<file path="src/rtl/adpll_loop_filter.sv">
// adpll_loop_filter: PI loop filter between the delay-line phase detector and the DCO.
// Once per reference period it samples the synchronised error word, integrates it, and
// drives a clamped control word. Lock is flagged after a run of small-error updates.
//   fpga_clk_i    system clock
//   reset_n_i     asynchronous active-low reset
//   enable_i      synchronous loop enable; low clears the loop and aborts any update
//   reference_i   reference clock, asynchronous to fpga_clk_i
//   pd_error_i    signed phase error from the detector, asynchronous
//   dco_ctrl_o    registered DCO control word
//   ctrl_valid_o  one-cycle pulse marking a new dco_ctrl_o
//   lock_o        loop locked
module adpll_loop_filter #(
   parameter int unsigned PD_WIDTH     = 5,
   parameter int unsigned CTRL_WIDTH   = 10,
   parameter int unsigned ACC_WIDTH    = 16,
   parameter int unsigned KP_SHIFT     = 2,
   parameter int unsigned KI_SHIFT     = 0,
   parameter int unsigned NOMINAL_CTRL = 512,
   parameter int unsigned SAMPLE_DELAY = 4,
   parameter int unsigned LOCK_THRESH  = 1,
   parameter int unsigned LOCK_COUNT   = 8
) (
   input  logic                  fpga_clk_i,
   input  logic                  reset_n_i,
   input  logic                  enable_i,
   input  logic                  reference_i,
   input  logic [PD_WIDTH-1:0]   pd_error_i,
   output logic [CTRL_WIDTH-1:0] dco_ctrl_o,
   output logic                  ctrl_valid_o,
   output logic                  lock_o
);

   localparam int unsigned SUM_WIDTH = ACC_WIDTH + 2;
   localparam int unsigned CNT_WIDTH = (SAMPLE_DELAY > 1) ? $clog2(SAMPLE_DELAY) : 1;
   localparam int unsigned LCK_WIDTH = $clog2(LOCK_COUNT + 1);

   localparam logic signed [SUM_WIDTH-1:0] ACC_MAX  = {3'b000, {(ACC_WIDTH-1){1'b1}}};
   localparam logic signed [SUM_WIDTH-1:0] ACC_MIN  = {3'b111, {(ACC_WIDTH-1){1'b0}}};
   localparam logic signed [SUM_WIDTH-1:0] CTRL_MAX = SUM_WIDTH'((2 ** CTRL_WIDTH) - 1);
   localparam logic signed [SUM_WIDTH-1:0] NOM_EXT  = SUM_WIDTH'(NOMINAL_CTRL);
   localparam logic [CNT_WIDTH-1:0]        CNT_INIT = CNT_WIDTH'(SAMPLE_DELAY - 1);
   localparam logic [LCK_WIDTH-1:0]        LCK_MAX  = LCK_WIDTH'(LOCK_COUNT);
   localparam logic [PD_WIDTH:0]           THRESH   = (PD_WIDTH+1)'(LOCK_THRESH);

   typedef enum logic [1:0] {StIdle, StWait, StUpdate, StOutput} state_e;

   state_e state_q, state_d;

   // Synchronisers: reference through two flops plus an edge-detect flop, error word through
   // two stages. The detector guarantees the word is settled well before capture.
   logic                ref_s1_q, ref_s2_q, ref_s3_q;
   logic [PD_WIDTH-1:0] pd_s1_q, err_q;
   logic                ref_rise;

   logic [CNT_WIDTH-1:0]        cnt_q, cnt_d;
   logic signed [PD_WIDTH-1:0]  err_r_q, err_r_d;
   logic signed [ACC_WIDTH-1:0] integ_q, integ_d;
   logic signed [SUM_WIDTH-1:0] sum_q, sum_d;
   logic [CTRL_WIDTH-1:0]       dco_q, dco_d;
   logic                        valid_q, valid_d;
   logic                        lock_q, lock_d;
   logic [LCK_WIDTH-1:0]        lock_cnt_q, lock_cnt_d;

   logic signed [SUM_WIDTH-1:0] err_ext, integ_sum;
   logic signed [ACC_WIDTH-1:0] integ_new;
   logic signed [PD_WIDTH:0]    err_wide;
   logic [PD_WIDTH:0]           err_abs;
   logic                        in_lock;
   logic [LCK_WIDTH-1:0]        lock_cnt_inc;

   assign ref_rise = ref_s2_q & ~ref_s3_q;

   always_ff @(posedge fpga_clk_i or negedge reset_n_i) begin
      if (!reset_n_i) begin
         ref_s1_q <= 1'b0;
         ref_s2_q <= 1'b0;
         ref_s3_q <= 1'b0;
         pd_s1_q  <= '0;
         err_q    <= '0;
      end else begin
         ref_s1_q <= reference_i;
         ref_s2_q <= ref_s1_q;
         ref_s3_q <= ref_s2_q;
         pd_s1_q  <= pd_error_i;
         err_q    <= pd_s1_q;
      end
   end

   // State register
   always_ff @(posedge fpga_clk_i or negedge reset_n_i) begin
      if (!reset_n_i) begin
         state_q <= StIdle;
      end else begin
         state_q <= state_d;
      end
   end

   // Next-state logic; edges seen outside StIdle are dropped, not queued
   always_comb begin
      state_d = state_q;
      if (!enable_i) begin
         state_d = StIdle;
      end else begin
         unique case (state_q)
            StIdle:   if (ref_rise) state_d = StWait;
            StWait:   if (cnt_q == '0) state_d = StUpdate;
            StUpdate: state_d = StOutput;
            StOutput: state_d = StIdle;
            default:  state_d = StIdle;
         endcase
      end
   end

   // Arithmetic: error sign-extended before shifting; the wide sum absorbs the most
   // negative error and the saturated integrator without overflow.
   always_comb begin
      err_ext   = SUM_WIDTH'(err_r_q);
      integ_sum = SUM_WIDTH'(integ_q) + (err_ext <<< KI_SHIFT);
      if (integ_sum > ACC_MAX) begin
         integ_new = ACC_MAX[ACC_WIDTH-1:0];
      end else if (integ_sum < ACC_MIN) begin
         integ_new = ACC_MIN[ACC_WIDTH-1:0];
      end else begin
         integ_new = integ_sum[ACC_WIDTH-1:0];
      end
      err_wide     = (PD_WIDTH+1)'(err_r_q);
      err_abs      = (err_wide < 0) ? -err_wide : err_wide;
      in_lock      = (err_abs <= THRESH);
      lock_cnt_inc = (lock_cnt_q == LCK_MAX) ? lock_cnt_q : lock_cnt_q + 1'b1;
   end

   // Datapath / output logic
   always_comb begin
      cnt_d      = cnt_q;
      err_r_d    = err_r_q;
      integ_d    = integ_q;
      sum_d      = sum_q;
      dco_d      = dco_q;
      valid_d    = 1'b0;
      lock_d     = lock_q;
      lock_cnt_d = lock_cnt_q;
      if (!enable_i) begin
         integ_d    = '0;
         lock_cnt_d = '0;
         lock_d     = 1'b0;
         dco_d      = NOMINAL_CTRL[CTRL_WIDTH-1:0];
      end else begin
         unique case (state_q)
            StIdle: begin
               if (ref_rise) cnt_d = CNT_INIT;
            end
            StWait: begin
               if (cnt_q == '0) begin
                  err_r_d = err_q;
               end else begin
                  cnt_d = cnt_q - 1'b1;
               end
            end
            StUpdate: begin
               integ_d = integ_new;
               sum_d   = NOM_EXT + (err_ext <<< KP_SHIFT) + SUM_WIDTH'(integ_new);
            end
            StOutput: begin
               if (sum_q < 0) begin
                  dco_d = '0;
               end else if (sum_q > CTRL_MAX) begin
                  dco_d = '1;
               end else begin
                  dco_d = sum_q[CTRL_WIDTH-1:0];
               end
               valid_d = 1'b1;
               if (in_lock) begin
                  lock_cnt_d = lock_cnt_inc;
                  lock_d     = (lock_cnt_inc == LCK_MAX);
               end else begin
                  lock_cnt_d = '0;
                  lock_d     = 1'b0;
               end
            end
            default: ;
         endcase
      end
   end

   always_ff @(posedge fpga_clk_i or negedge reset_n_i) begin
      if (!reset_n_i) begin
         cnt_q      <= '0;
         err_r_q    <= '0;
         integ_q    <= '0;
         sum_q      <= '0;
         dco_q      <= NOMINAL_CTRL[CTRL_WIDTH-1:0];
         valid_q    <= 1'b0;
         lock_q     <= 1'b0;
         lock_cnt_q <= '0;
      end else begin
         cnt_q      <= cnt_d;
         err_r_q    <= err_r_d;
         integ_q    <= integ_d;
         sum_q      <= sum_d;
         dco_q      <= dco_d;
         valid_q    <= valid_d;
         lock_q     <= lock_d;
         lock_cnt_q <= lock_cnt_d;
      end
   end

   assign dco_ctrl_o   = dco_q;
   assign ctrl_valid_o = valid_q;
   assign lock_o       = lock_q;

endmodule

</file>
<file path="config.mk">
export PLATFORM = sky130hd
export DESIGN_NAME = adpll_loop_filter
export DESIGN_NICKNAME = d
export VERILOG_FILES = /design/src/rtl/adpll_loop_filter.sv
export SDC_FILE = /design/constraint.sdc
export NUM_CORES = 1
export LEC_CHECK = 0
export CORE_AREA = 2 2 138 127
export DETAILED_ROUTE_END_ITERATION = 7
export DIE_AREA = 0 0 140 129
export GPL_TIMING_DRIVEN = 1
export PLACE_DENSITY = 0.5
export SLEW_MARGIN = 15
export SYNTH_ARGS = -nofsm -noshare
export SYNTH_HDL_FRONTEND = slang
export SYNTH_SLANG_ARGS = --single-unit
</file>
<file path="constraint.sdc">
create_clock -name fpga_clk_i -period 7.8 [get_ports fpga_clk_i]
set_input_delay 1.56 -clock fpga_clk_i [delete_from_list [all_inputs] [get_ports fpga_clk_i]]
set_output_delay 1.56 -clock fpga_clk_i [all_outputs]
set_load 0.01 [all_outputs]
</file>
# Word level (Yosys, flattened, before mapping)
# Index checks and enable logic that the tools add are counted.
totals:
  output_inout_bits: 12
  in_bits: 9
  register_bits: 71
classes:
  eq_ne: 11
  add_sub_neg: 6
  bitwise: 2
  n_lt_le_gt_ge: 6
  n_reduce_logical: 7
  n_mux: 25
ops:
  columns: ["op", "count"]
  rows:
  - ["$mux 16", 4]
  - ["$mux 10", 4]
  - ["$add 12x16->17", 1]
  - ["$add 16x5->17", 1]
  - ["$gt 17x11->1 const B", 1]
  - ["$gt 17x16->1 const B", 1]
  - ["$lt 17x1->1 const B", 1]
  - ["$lt 17x16->1 const B", 1]
  - ["$mux 4", 4]
  - ["$add 11x7->12 const A", 1]
  - ["$mux 2", 5]
  - ["$eq 4x4->1 const B", 2]
  - ["$pmux 2 s4", 1]
  - ["$le 6x1->1 const B", 1]
  - ["$mux 6", 1]
  - ["$ne 3x3->1 const B", 2]
  - ["$neg 5->6", 1]
  - ["$lt 5x1->1 const B", 1]
  - ["$mux 1", 5]
  - ["$add 4x1->4 const B", 1]
  - ["$eq 2x2->1 const B", 2]
  - ["$logic_not 2->1", 2]
  - ["$ne 2x1->1 const B", 2]
  - ["$ne 2x2->1 const B", 2]
  - ["other kinds (9)", 10]

# Depth between registers and ports, before layout
# Gate-level depths: netlist (run 1).
depth:
  word_depth: 6
  ltp_mapped: 22

# Worst setup path after synthesis (run 1)
# Ideal clock, no wire load.
synth_path:
  path_type: "flip-flop to flip-flop"
  startpoint: "register err_r_q[4]"
  endpoint: "register sum_q[12]"
  setup_time_ps: 135
  synth_period_minus_slack_ps: 4479
  n_path_buf: 2
  path_stages_with_launch: 19
  t_arrival_ps: 4344
  setup_slack_ps: 3321
  path_cell_list: "dfrtp_1 -> ha_1 -> a21o_1 -> a211oi_4 -> a311oi_2 -> a311oi_2 -> buf_6 -> and2_1 -> buf_4 -> a21oi_2 -> ha_1 -> ha_1 -> a21o_1 -> a211oi_1 -> o21ai_0 -> a31o_2 -> a21oi_1 -> xor2_1 -> o21ai_0"
synth_between:
  elab_chain_cells: 5
  word_cells_on_any_way: 7
synth_lines:
  columns: ["element", "line_no", "text"]
  rows:
  - ["start: declaration", "56", "logic signed [PD_WIDTH-1:0] err_r_q, err_r_d;"]
  - ["start signal: assignment", "197", "err_r_q <= err_r_d;"]
  - ["$add 16x5->17", "118", "integ_sum = SUM_WIDTH'(integ_q) + (err_ext <<< KI_SHIFT);"]
  - ["$lt 17x16->1", "121", "end else if (integ_sum < ACC_MIN) begin"]
  - ["$mux 16", "121", null]
  - ["$mux 16", "119", "if (integ_sum > ACC_MAX) begin"]
  - ["$add 12x16->17 *", "161", "sum_d = NOM_EXT + (err_ext <<< KP_SHIFT) + SUM_WIDTH'(integ_new);"]
  - ["end signal: assignment", "199", "sum_q <= sum_d;"]
  - ["end: declaration", "58", "logic signed [SUM_WIDTH-1:0] sum_q, sum_d;"]
# Every way passes the cells marked *; elsewhere a longest branch is shown, timed or not.
# A chain may end at the register's enable or synchronous reset.

# Worst setup path in the final report (run 1)
# Same ends and word-level chain as after synthesis.

==> results of run 1 <==
==> layout by cell type (no fill, tap or decap), types with 3 or more instances in the layout <==
master            n
mux2_2            8
xnor2_1          11
dfrtp_1          70
mux2i_1          11
a21oi_1          44
o21ai_0          30
nor2_1           45
a21oi_2           5
a31o_2            3
o221a_2           4
maj3_2            3
a211oi_1          8
nand2b_1          9
nand2_1          28
buf_4             3
nor2b_1           5
clkbuf_16         9
o22ai_1           3
nand3_1           4
o221a_1           8
o211ai_1          4
nor3_1            3
xor2_1           13
and2_1            3
o21a_1            4
a21o_1           13
inv_1            19
clkdlybuf4s50_1  19
o21ai_1           4
ha_1             51
==> sequential cells by signal (all words and copies together) (netlist names), 2 cells and up <==
| signal | flops |
|---|---|
| cnt_q | 2 |
| sum_q | 17 |
| state_q | 2 |
| dco_ctrl_o | 10 |
| err_r_q | 5 |
| integ_q | 16 |
| err_q | 5 |
| pd_s1_q | 5 |
| lock_cnt_q | 4 |
==> metal layers <==
metal / global-route usage / wire length [um]
met5: 0 / 0
met3: 0.02605 / 311
met2: 0.1692 / 3937
met4: 0.03506 / 171
met1: 0.1548 / 4987
==> final cells by class <==
class | count | area (sq um) | share of cell area
multi-input cells | 351 | 2594 | 0.4947
inverters | 20 | 75.07 | 0.01432
clock inverters | 5 | 81.33 | 0.01551
clock buffers | 11 | 232.7 | 0.04439
repair buffers | 23 | 217.7 | 0.04153
flip-flops and latches | 71 | 1778 | 0.3391
well taps | 211 | 264.0 | 0.05036
==> worst paths after layout <==
path / to / slack, ps / cells past startpoint
setup reg to reg: sum_q[12]$_DFFE_PN0P_ / 2110 / 17
hold reg to reg: err_q[0]$_DFF_PN0_ / 350 / 0
max in group asynchronous: dco_ctrl_o[8]$_DFFE_PN0P_ / 5770 / 2
hold / removal: err_q[0]$_DFF_PN0_ / 350 / 0
min in group asynchronous: pd_s1_q[0]$_DFF_PN0_ / 1450 / 2
setup / recovery: sum_q[12]$_DFFE_PN0P_ / 2110 / 17
==> through the flow <==
step           setup slack [ps]  std cells  cell area, sq um  hold slack [ps]    util
3_3_place_gp               2320        676              4928            332.4  0.2967
2_1_floorplan              3321        460              4557            331.2       -
4_1_cts                    2155        692              5243            348.9  0.3156
6_report                   2113        692              5243            347.3  0.3156
5_1_grt                    1637        692              5243            353.6  0.3156
3_5_place_dp               2182        676              4928            335.5  0.2967
==> logic make-up after synthesis <==
kind of cell / share of synthesized area
AO/OA/AOI/OAI: 0.2150
AND/OR/NAND/NOR: 0.1079
flip-flops: 0.3902
adder cells (fa/ha/maj): 0.1562
buffers and inverters: 0.04064
XOR/XNOR: 0.04613
multiplexers: 0.04393
==> summary.txt, run 1 <==
Outcome
  – Outcome: finished, violations left
  – Failing checks: design-rule violations

Setup path
  – Largest fanout on the critical path: 24
  – Critical path's top delay family: compound AO/OA/AOI/OAI gates
  – CP Capture Type: register
  – Worst flop-to-flop path startpoint: err_r_q[4]$_DFFE_PN0P_
  – CP most frequent cell: ha_1
  – CP max stage cell: dfrtp_1
  – CP peak stage delay: 940 ps
  – Worst path cell trace: ha_1, a21o_1, a31o_2, a21oi_1, a21oi_2, o21ai_2, or2_0, a21oi_2, ha_1, ha_1, a21o_1, a211oi_1, o21ai_0, a31o_2, a21oi_1, xor2_1, o21ai_0
  – Worst Setup Start Kind: register
  – Crit path DAT: 5860 ps
  – Buf+Inv Stages, Crit Path: 0
  – CP Class: register to register
  – Critical path startpoint: err_r_q[4]$_DFFE_PN0P_
  – Data required, critical path: 7980 ps

Logic synthesis
  – Register area share after synthesis: 0.3902
  – Synth Instances: 460
  – Netlist Area Pre-Place: 4557 sq um
  – EDFF count, synth: 0
  – Synth Warn #: 0
  – Synth top area cells: dfrtp_1 (38%), ha_1 (14%), a21oi_1 (4.8%)
  – Commonest cells in the netlist: dfrtp_1 (70), ha_1 (51), nor2_1 (45)
  – Synthesized flop and latch total: 71
  – Post-synth top area share: 0.3844
  – Syn nets: 522
  – Synth Flop Type: dfrtp_1
  – Post-synth ARST share: 1.000
  – Mapped Avg Cell Area: 9.906 sq um
  – Netlist cell types: 55
  – Count leader, synth: dfrtp_1
  – Area leader, netlist: dfrtp_1

Clock network
  – CTS Root Cell: clkbuf_16
  – Clk sinks: 71
  – # H-tree levels: 3
  – CTS tree: yes
  – Post-CTS sizing: 0
  – Clk_lat worst skew: 330 ps
  – Num CTS Buffers: 9
  – Count of hold-fix buffers inserted at cts: 0
  – Clk buf depth: 2
  – Postcts setup bufs: 0
  – Clock transition at path regs: 60 ps

Route
  – Routed len/inst: 13.60 um
  – Drt initial violations: 251
  – 1st-pass router iterations: 7
  – Routed Antenna Nets: 0
  – DRC viols: 4
  – Via-to-Cell Ratio: 4.838
  – Final WL: 9408 um
  – Via count: 3,348

Layout
  – N_diodes: 0
  – Layout cells sized above 1: 0.1060
  – FILL cells: 1,689
  – Layout area overhead: 15.05%
  – Nets: 538

STA
  – Setup-failing EPs final: 0
  – Post-layout minimum cycle time: 5687 ps
  – Clock skew: 6.574 ps
  – Worst-margin pin slew: 957.7 ps
  – Endpoints failing hold: 0
  – Unrepaired setup endpoints after global routing: no
  – Setup tns final: 0 ps
  – Slew Limit Fails: 0
  – Fmax: 175.8 MHz
  – Slew headroom: 0.3572
  – Crit share post-route: 0.7291

Floorplanning
  – I/O Pins: 21
  – Row count: 45
  – Die Wd: 140 um
  – Core ar.: 16,610 sq um
  – Die Height: 129 um
  – Die area: 18,060 sq um
  – Initial Util: 0.2744

Place
  – DP HPWL: 6864 um
  – Final GP Congestion: 0.8485
  – IO Port Bufs: 20

Global route
  – Largest net degree at the start of global routing: 72
  – Antenna violations before repair: 0
  – Total Routing Usage GR: 0.1104
  – First-pass GRT wire length: 16,260 um
  – GR Overflow Total: 0
  – Vias in the first global route: 3,362

Worst hold path
  – Min-delay src: pd_s1_q[0]$_DFF_PN0_
  – HP Class: register to register

Flow run
  – Max Cap Viol: 0
Power of run 1 is not shown: default switching activity piles up to over one toggle a cycle in this logic, so the estimate is an artifact.
==> inputs of run 2 (changes only) <==
==> constraint.sdc (replaced) <==
create_clock -name fpga_clk_i -period 5.6 [get_ports fpga_clk_i]
set_input_delay 1.12 -clock fpga_clk_i [delete_from_list [all_inputs] [get_ports fpga_clk_i]]
set_output_delay 1.12 -clock fpga_clk_i [all_outputs]
set_load 0.01 [all_outputs]
==> summary.txt, run 2 (synthesized netlist as in run 1, its figures left out) <==
Setup path
  – Crit path DAT: 5200 ps
  – R2R setup slack: 580 ps
  – R2R cell count: 17
  – CP Capture Type: register
  – Worst Setup Start Kind: register
  – Data required, critical path: 5780 ps
  – CP Class: register to register
  – Largest fanout on the critical path: 24

Clock network
  – Clk_lat worst skew: 330 ps
  – CTS tree: yes
  – # H-tree levels: 3
  – Clock transition at path regs: 60 ps
  – Clk buf depth: 2
  – Clk sinks: 71
  – Num CTS Buffers: 9
  – Postcts setup bufs: 0
  – Post-CTS sizing: 0
  – CTS Root Cell: clkbuf_16
  – Count of hold-fix buffers inserted at cts: 0

Floorplanning
  – Die Height: 129 um
  – Initial Util: 0.2744
  – Die area: 18,060 sq um
  – I/O Pins: 21
  – Core ar.: 16,610 sq um
  – Row count: 45
  – Die Wd: 140 um

STA
  – Fmax: 199.2 MHz
  – Unrepaired setup endpoints after global routing: no
  – Slew Limit Fails: 0
  – Setup-failing EPs final: 0
  – Worst-margin pin slew: 975.2 ps
  – Slew headroom: 0.3455
  – Clock skew: 6.952 ps
  – Endpoints failing hold: 0
  – Post-layout minimum cycle time: 5021 ps
  – Crit share post-route: 0.8966
  – Setup tns final: 0 ps

Global route
  – Largest net degree at the start of global routing: 72
  – GR Overflow Total: 0
  – Vias in the first global route: 3,356
  – Total Routing Usage GR: 0.1156
  – First-pass GRT wire length: 16,720 um
  – Antenna violations before repair: 0

Route
  – Via-to-Cell Ratio: 4.833
  – Highest Signal Layer: met4
  – Drt initial violations: 202
  – Via count: 3,349
  – Routed Antenna Nets: 0
  – DRC viols: 4
  – Routed len/inst: 14.13 um
  – 1st-pass router iterations: 8
  – WL met1: 5171 um
  – Final WL: 9794 um
  – Wire length on met3: 285 um
  – DR WL met2: 4236 um

Outcome
  – Outcome: finished, violations left
  – Failing checks: design-rule violations

Layout
  – Layout area overhead: 16.36%
  – Layout cells sized above 1: 0.1120
  – Max reg flops: 17
  – Commonest non-fill, non-tap cell in the layout: dfrtp_1
  – Nets: 540
  – N_diodes: 0
  – Most flops, register: sum_q
  – Commonest non-fill, non-tap cells in the layout: dfrtp_1 (70), ha_1 (51), nor2_1 (45), a21oi_1 (44), o21ai_0 (30)

Place
  – Final GP Congestion: 0.7641
  – IO Port Bufs: 20
  – DP HPWL: 7043 um

Worst hold path
  – HP Class: register to register
  – Hold depth: 0

Flow run
  – Max Cap Viol: 0
==> run 2: cell types whose count changed in the layout (fill, tap and decap cells not counted), sizes merged <==
cell / previous run / this run
buf: 4 / 6
bufinv: 2 / 4
clkbuf: 11 / 9
clkinv: 1 / 2
clkinvlp: 1 / 0
inv: 21 / 20
==> run 2: final cells by class <==
class	count	area [sq um]
clock buffer	9	225.2
clock inverter	6	133.9
fill	1675	11310
inverter	20	75.07
multi-input combinational	351	2594
sequential	71	1778
tap	211	264.0
timing repair buffer	25	232.7
==> run 2: critical path, stage by stage, from the launching register on <==
cell	delay (ps)
dfrtp_1	950
ha_1	340
o211ai_1	120
a21oi_1	280
o2111ai_1	230
a21oi_2	270
o21ai_2	100
or2_0	330
buf_4	210
a21oi_1	140
ha_1	260
ha_1	380
a211oi_1	310
o21ai_0	230
a31o_2	300
a21oi_1	180
xor2_1	160
o21ai_0	80
==> run 2: worst paths after layout <==
| check | to | start |
|---|---|---|
| setup / recovery | sum_q[12]$_DFFE_PN0P_ | err_r_q[4]$_DFFE_PN0P_ |
| hold / removal | err_q[2]$_DFF_PN0_ | pd_s1_q[2]$_DFF_PN0_ |
| setup reg to reg | sum_q[12]$_DFFE_PN0P_ | err_r_q[4]$_DFFE_PN0P_ |
| hold reg to reg | err_q[2]$_DFF_PN0_ | pd_s1_q[2]$_DFF_PN0_ |
| max in group asynchronous | sum_q[10]$_DFFE_PN0P_ | reset_n_i |
| min in group asynchronous | err_q[0]$_DFF_PN0_ | reset_n_i |
==> run 2: layer usage <==
layer  up-vias  global-route usage
li1       1698                   -
met1      1595              0.1621
met2        46              0.1788
met3        10             0.02568
met4         0             0.03565
met5         -                   0
==> run 2: metrics by stage <==
stage               instance area [sq um]  worst slack [ps]  cells    util  hold WS (ps)
global placement                     4943             686.6    678  0.2976         332.2
CTS                                  5303             560.1    693  0.3192         351.4
detailed placement                   4943             605.6    678  0.2976         337.8
global route                         5303             151.4    693  0.3192         354.1
floorplan                            4557              1121    460       -         331.2
finish                               5303             578.9    693  0.3192         348.2
Power of run 2 is left out for the same reason.
==> inputs of run 3 (changes only) <==
--- a/config.mk
+++ b/config.mk
@@ -6,6 +6,7 @@
 export NUM_CORES = 1
 export LEC_CHECK = 0
 export CORE_AREA = 2 2 138 127
+export CTS_CLUSTER_DIAMETER = 100
 export DETAILED_ROUTE_END_ITERATION = 7
 export DIE_AREA = 0 0 140 129
 export GPL_TIMING_DRIVEN = 1
==> results of run 3 <==
No change in the layout: final DEF, timing and power equal those of run 2.
Power of run 3 is left out for the same reason.
